<file path="src/rtl/datapath_regs_pkg.sv">
// Shared constants for the 4-bit CPU register/ALU stage: default width,
// source-select encodings and the register reset value.
package datapath_regs_pkg;

  localparam int WIDTH_DEF = 4;

  typedef enum logic [1:0] {
    SRC_A    = 2'b00,
    SRC_B    = 2'b01,
    SRC_IN   = 2'b10,
    SRC_ZERO = 2'b11
  } src_sel_e;

  // Every architectural register clears to all zeros.
  localparam logic RESET_BIT = 1'b0;

endpackage

</file>
<file path="src/rtl/datapath_regs_reg_en.sv">
// WIDTH-bit register with synchronous active-low reset and active-low load.
module reg_en
  import datapath_regs_pkg::*;
#(
  parameter int WIDTH = WIDTH_DEF
) (
  input  logic             clk,
  input  logic             rst_n,
  input  logic             ld_n,
  input  logic [WIDTH-1:0] d,
  output logic [WIDTH-1:0] q
);

  always_ff @(posedge clk) begin
    if (!rst_n) begin
      q <= {WIDTH{RESET_BIT}};
    end else if (!ld_n) begin
      q <= d;
    end
  end

endmodule

</file>
<file path="src/rtl/datapath_regs.sv">
// Register/ALU stage: source mux, unsigned add with immediate, registers
// A/B/OUT/PC and the carry flag fed back to the decoder.
module datapath_regs
  import datapath_regs_pkg::*;
#(
  parameter int WIDTH = WIDTH_DEF
) (
  input  logic             clkin,
  input  logic             rstnin,
  input  logic             aselin,
  input  logic             bselin,
  input  logic             ld0in,
  input  logic             ld1in,
  input  logic             ld2in,
  input  logic             ld3in,
  input  logic [WIDTH-1:0] immin,
  input  logic [WIDTH-1:0] inpin,
  output logic [WIDTH-1:0] aregout,
  output logic [WIDTH-1:0] bregout,
  output logic [WIDTH-1:0] outpout,
  output logic [WIDTH-1:0] pcout,
  output logic             cout
);

  localparam logic [WIDTH-1:0] PC_STEP = {{(WIDTH-1){1'b0}}, 1'b1};

  src_sel_e         sel;
  logic [WIDTH-1:0] src;
  logic [WIDTH:0]   sum;
  logic [WIDTH-1:0] result;
  logic             carry;
  logic [WIDTH-1:0] pc_q;
  logic             c_q;

  assign sel = src_sel_e'({bselin, aselin});

  always_comb begin
    src = {WIDTH{1'b0}};
    case (sel)
      SRC_A:    src = aregout;
      SRC_B:    src = bregout;
      SRC_IN:   src = inpin;
      SRC_ZERO: src = {WIDTH{1'b0}};
      default:  src = {WIDTH{1'b0}};
    endcase
  end

  assign sum    = {1'b0, src} + {1'b0, immin};
  assign result = sum[WIDTH-1:0];
  assign carry  = sum[WIDTH];

  reg_en #(.WIDTH(WIDTH)) u_reg_a (
    .clk   (clkin),
    .rst_n (rstnin),
    .ld_n  (ld0in),
    .d     (result),
    .q     (aregout)
  );

  reg_en #(.WIDTH(WIDTH)) u_reg_b (
    .clk   (clkin),
    .rst_n (rstnin),
    .ld_n  (ld1in),
    .d     (result),
    .q     (bregout)
  );

  reg_en #(.WIDTH(WIDTH)) u_reg_out (
    .clk   (clkin),
    .rst_n (rstnin),
    .ld_n  (ld2in),
    .d     (result),
    .q     (outpout)
  );

  // PC free-runs unless a jump loads it; the increment wraps naturally.
  always_ff @(posedge clkin) begin
    if (!rstnin) begin
      pc_q <= {WIDTH{RESET_BIT}};
    end else if (!ld3in) begin
      pc_q <= result;
    end else begin
      pc_q <= pc_q + PC_STEP;
    end
  end

  // Carry is captured every cycle so the next instruction can branch on it.
  always_ff @(posedge clkin) begin
    if (!rstnin) begin
      c_q <= RESET_BIT;
    end else begin
      c_q <= carry;
    end
  end

  assign pcout = pc_q;
  assign cout  = c_q;

endmodule

</file>
<file path="config.mk">
export PLATFORM = sky130hd
export DESIGN_NAME = datapath_regs
export DESIGN_NICKNAME = d
export VERILOG_FILES = /design/src/rtl/datapath_regs_pkg.sv /design/src/rtl/datapath_regs_reg_en.sv /design/src/rtl/datapath_regs.sv
export SDC_FILE = /design/constraint.sdc
export NUM_CORES = 1
export LEC_CHECK = 0
export CORE_MARGIN = 2
export CORE_UTILIZATION = 35
export CTS_CLUSTER_DIAMETER = 80
export CTS_CLUSTER_SIZE = 25
export DETAILED_ROUTE_END_ITERATION = 10
export HOLD_SLACK_MARGIN = 0.08
export PLACE_DENSITY = 0.61
export SLEW_MARGIN = 20
export SYNTH_ARGS = -nofsm -noshare
export SYNTH_HDL_FRONTEND = slang
export SYNTH_SLANG_ARGS = --single-unit
export TNS_END_PERCENT = 5
</file>
<file path="constraint.sdc">
create_clock -name clkin -period 2.5 [get_ports clkin]
set_input_delay 0.25 -clock clkin [delete_from_list [all_inputs] [get_ports clkin]]
set_output_delay 0.25 -clock clkin [all_outputs]
set_load 0.01 [all_outputs]
</file>
==> flow_summary_export.csv <==
group,metric,value,unit
routing,drc,0,
logic_synthesis,yosysTopAreaCell,"dfxtp_1",
cells_and_area,drive_gt1_frac,0.1045,
logic_synthesis,synth_most_common_cell,"dfxtp_1",
logic_synthesis,ys_top_cells_by_area,"dfxtp_1 (35%), mux2i_1 (12%), ha_1 (7.7%)",
logic_synthesis,synthDistinctLibCells,25,
setup_path,setup.worst_path.start_class,"primary input",
logic_synthesis,synth-main-ff-cell,"dfxtp_1",
sta,worstMarginPinSlew,0.3583,ns
routing,met2WireLength,954,µm
floorplanning,fp.dieH,56.71,µm
pwr,power.leakage,0.0005415,µW
routing,totalWireLength,2.117,mm
sta,final.setup.tns,0,ns
sta,period_share,0.8297,
logic_synthesis,synthCells,103,
sta,slew-limit-headroom,0.7604,
cells_and_area,instances_no_fill,165,
cts,root_buffer,"clkbuf_4",
cts,clock-sinks,17,
cts,h-tree-depth,1,
setup_path,critPathKind,"primary input to flop",
routing,drt_pre_antenna_iters,4,
placement,place_worst_setup_slack,0.09979,ns
sta,worst_slack,0.4257,ns
logic_synthesis,async_reset_ff_frac,0,
logic_synthesis,yosysWarnings,0,
sta,hold_ws,0.5050,ns
global_routing,overflow,0,
floorplanning,die_area,0.003215,mm²
global_routing,antenna_found_initial,0,
cts,cts_setup_buffers,0,
placement,dp_hpwl,1.641,mm
cts,cts_resized,0,
global_routing,grt_usage,0.1440,
cts,clk_latency,0.29,ns
cts,path_clk_slew,0.10,ns
cells_and_area,layout-area-overhead-vs-synth,35.14,%
floorplanning,ios,33,
placement,place_congestion,0.7489,
global_routing,grt_pass1_wl,3.629,mm
cts,clock_path_buffers,2,
floorplanning,initial_core_util,0.3619,
setup_path,crit_fanout,4,
pwr,ir_drop,430.4,µV
placement,dp.cells,161,
logic_synthesis,syn_avg_cell_area,9.439,µm²
placement,numPortBuffers,32,
routing,wl_met3,122,µm
routing,wl_per_cell,12.83,µm
outcome,status,"completed",
routing,drtAntennaViolNets,0,
sta,clock_skew,0.001511,ns
logic_synthesis,synth_edf_count,0,
cells_and_area,final_util,0.4891,
routing,num_vias,823,
job,drv_cap,0,
setup_path,required,2.70,ns
sta,rsz0062_at_grt,"no",
cts,cts_tree,"built",
logic_synthesis,ys_top_cells_by_count,"dfxtp_1 (17), mux2i_1 (12), nor2_1 (10), nand2_1 (8), o21ai_0 (7)",
logic_synthesis,syn-num-nets,126,
logic_synthesis,syn-cell-area,972.2,µm²
cells_and_area,fin_nets,158,
sta,fin_crit,2.074,ns
cts,hold_buffers,0,
sta,timing.final.hold_violations,0,
routing,route.layer.met1.wl,1.000,mm
logic_synthesis,synth.top_cell.area_share,0.3501,
sta,finalSetupViolations,0,
floorplanning,die_w,56.71,µm
sta,slew_violations,0,
cts,numCtsBuffers,3,
sta,fmax,482.1,MHz
setup_path,arrival,2.27,ns
pwr,power.density,537.4,mW/mm²
floorplanning,core_area,0.002686,mm²
logic_synthesis,ys_ff_latch,17,
global_routing,grt_pass1_vias,827,
routing,via_per_inst,4.988,
floorplanning,row_count,19,
routing,top_layer,"met4",
global_routing,grt_max_degree,15,
setup_path,cp-end-kind,"flop",
logic_synthesis,yosysSeqAreaShare,0.3501,
routing,drtIter0Drc,17,
worst_hold_path,hold_path_class,"flop to flop",
cells_and_area,n_antenna_cell,0,
-- cell usage in the layout (no fill, tap or decap), drive strengths merged --
| cell type | instances |
|---|---|
| nand2b | 2 |
| and2 | 4 |
| a2111oi | 1 |
| a21oi | 3 |
| nand4 | 3 |
| ha | 6 |
| o211ai | 3 |
| buf | 2 |
| nand3 | 5 |
| dfxtp | 17 |
| a21o | 1 |
| clkinv | 1 |
| clkdlybuf4s50 | 32 |
| nor2 | 10 |
| nor2b | 5 |
| o21ai | 7 |
| mux2i | 12 |
| fa | 1 |
| nand2 | 8 |
| or3 | 3 |
| xnor2 | 2 |
| clkbuf | 3 |
| inv | 1 |
| a211oi | 2 |
-- cell type report --
cell class              instances  area [µm²]
inverters                       1       3.754
repair buffers                 34       335.3
multi-input cells              78       568.0
well taps                      31       38.79
clock buffers                   3       22.52
fillers                       272        1373
flip-flops and latches         17       340.3
clock inverters                 1       5.005
-- routing by layer --
metal | up-vias | GRT usage
li1 | 424 | -
met1 | 374 | 0.1899
met2 | 20 | 0.2126
met3 | 5 | 0.04147
met4 | 0 | 0.07143
met5 | - | 0
-- through the flow --
stage | instance area (µm²) | total power (µW)
global placement | 1286 | 562.5
CTS | 1314 | 717.1
detailed placement | 1286 | 565.0
global route | 1314 | 752.2
finish | 1314 | 706.0
floorplan | 972.2 | 461.3
-- final timing paths --
| path | cells after the start | from | to | slack (ns) |
|---|---|---|---|---|
| max reg2reg | 7 | u_reg_a.q[0] | u_reg_a.q[2] | 0.63 |
| min | 2 | u_reg_out.q[1] | u_reg_out.q[1] | 0.51 |
| min reg2reg | 2 | u_reg_out.q[1] | u_reg_out.q[1] | 0.51 |
| max | 8 | bselin | u_reg_a.q[2] | 0.43 |
-- sequential cells by signal, indices dropped and copies added, names as in the netlist --
| name | cells |
|---|---|
| u_reg_out.q | 4 |
| u_reg_a.q | 4 |
| u_reg_b.q | 4 |
| cout | 1 |
| pcout | 4 |
-- worst max-delay path, cell delays in order --
cell	delay [ns]
clkdlybuf4s50_1	0.52
mux2i_1	0.19
o21ai_0	0.10
ha_1	0.23
fa_1	0.43
xnor2_1	0.28
o21ai_0	0.12
and2_1	0.16
-- kinds of logic after synthesis --
logic type / share of synthesized area
AND/OR/NAND/NOR: 0.2124
AO/OA/AOI/OAI: 0.1326
flip-flops: 0.3501
multiplexers: 0.1236
buffers and inverters: 0.06563
adder cells (fa/ha/maj): 0.09781
XOR/XNOR: 0.01802
-- report_power, final --
part           internal (µW)  leakage (µW)  switching (µW)
sequential               301      0.000141            22.1
clock                   59.5     0.0000177            89.9
combinational            131      0.000383             102
total                    492      0.000542             214
Note: power is estimated with default switching activity, not from simulation.
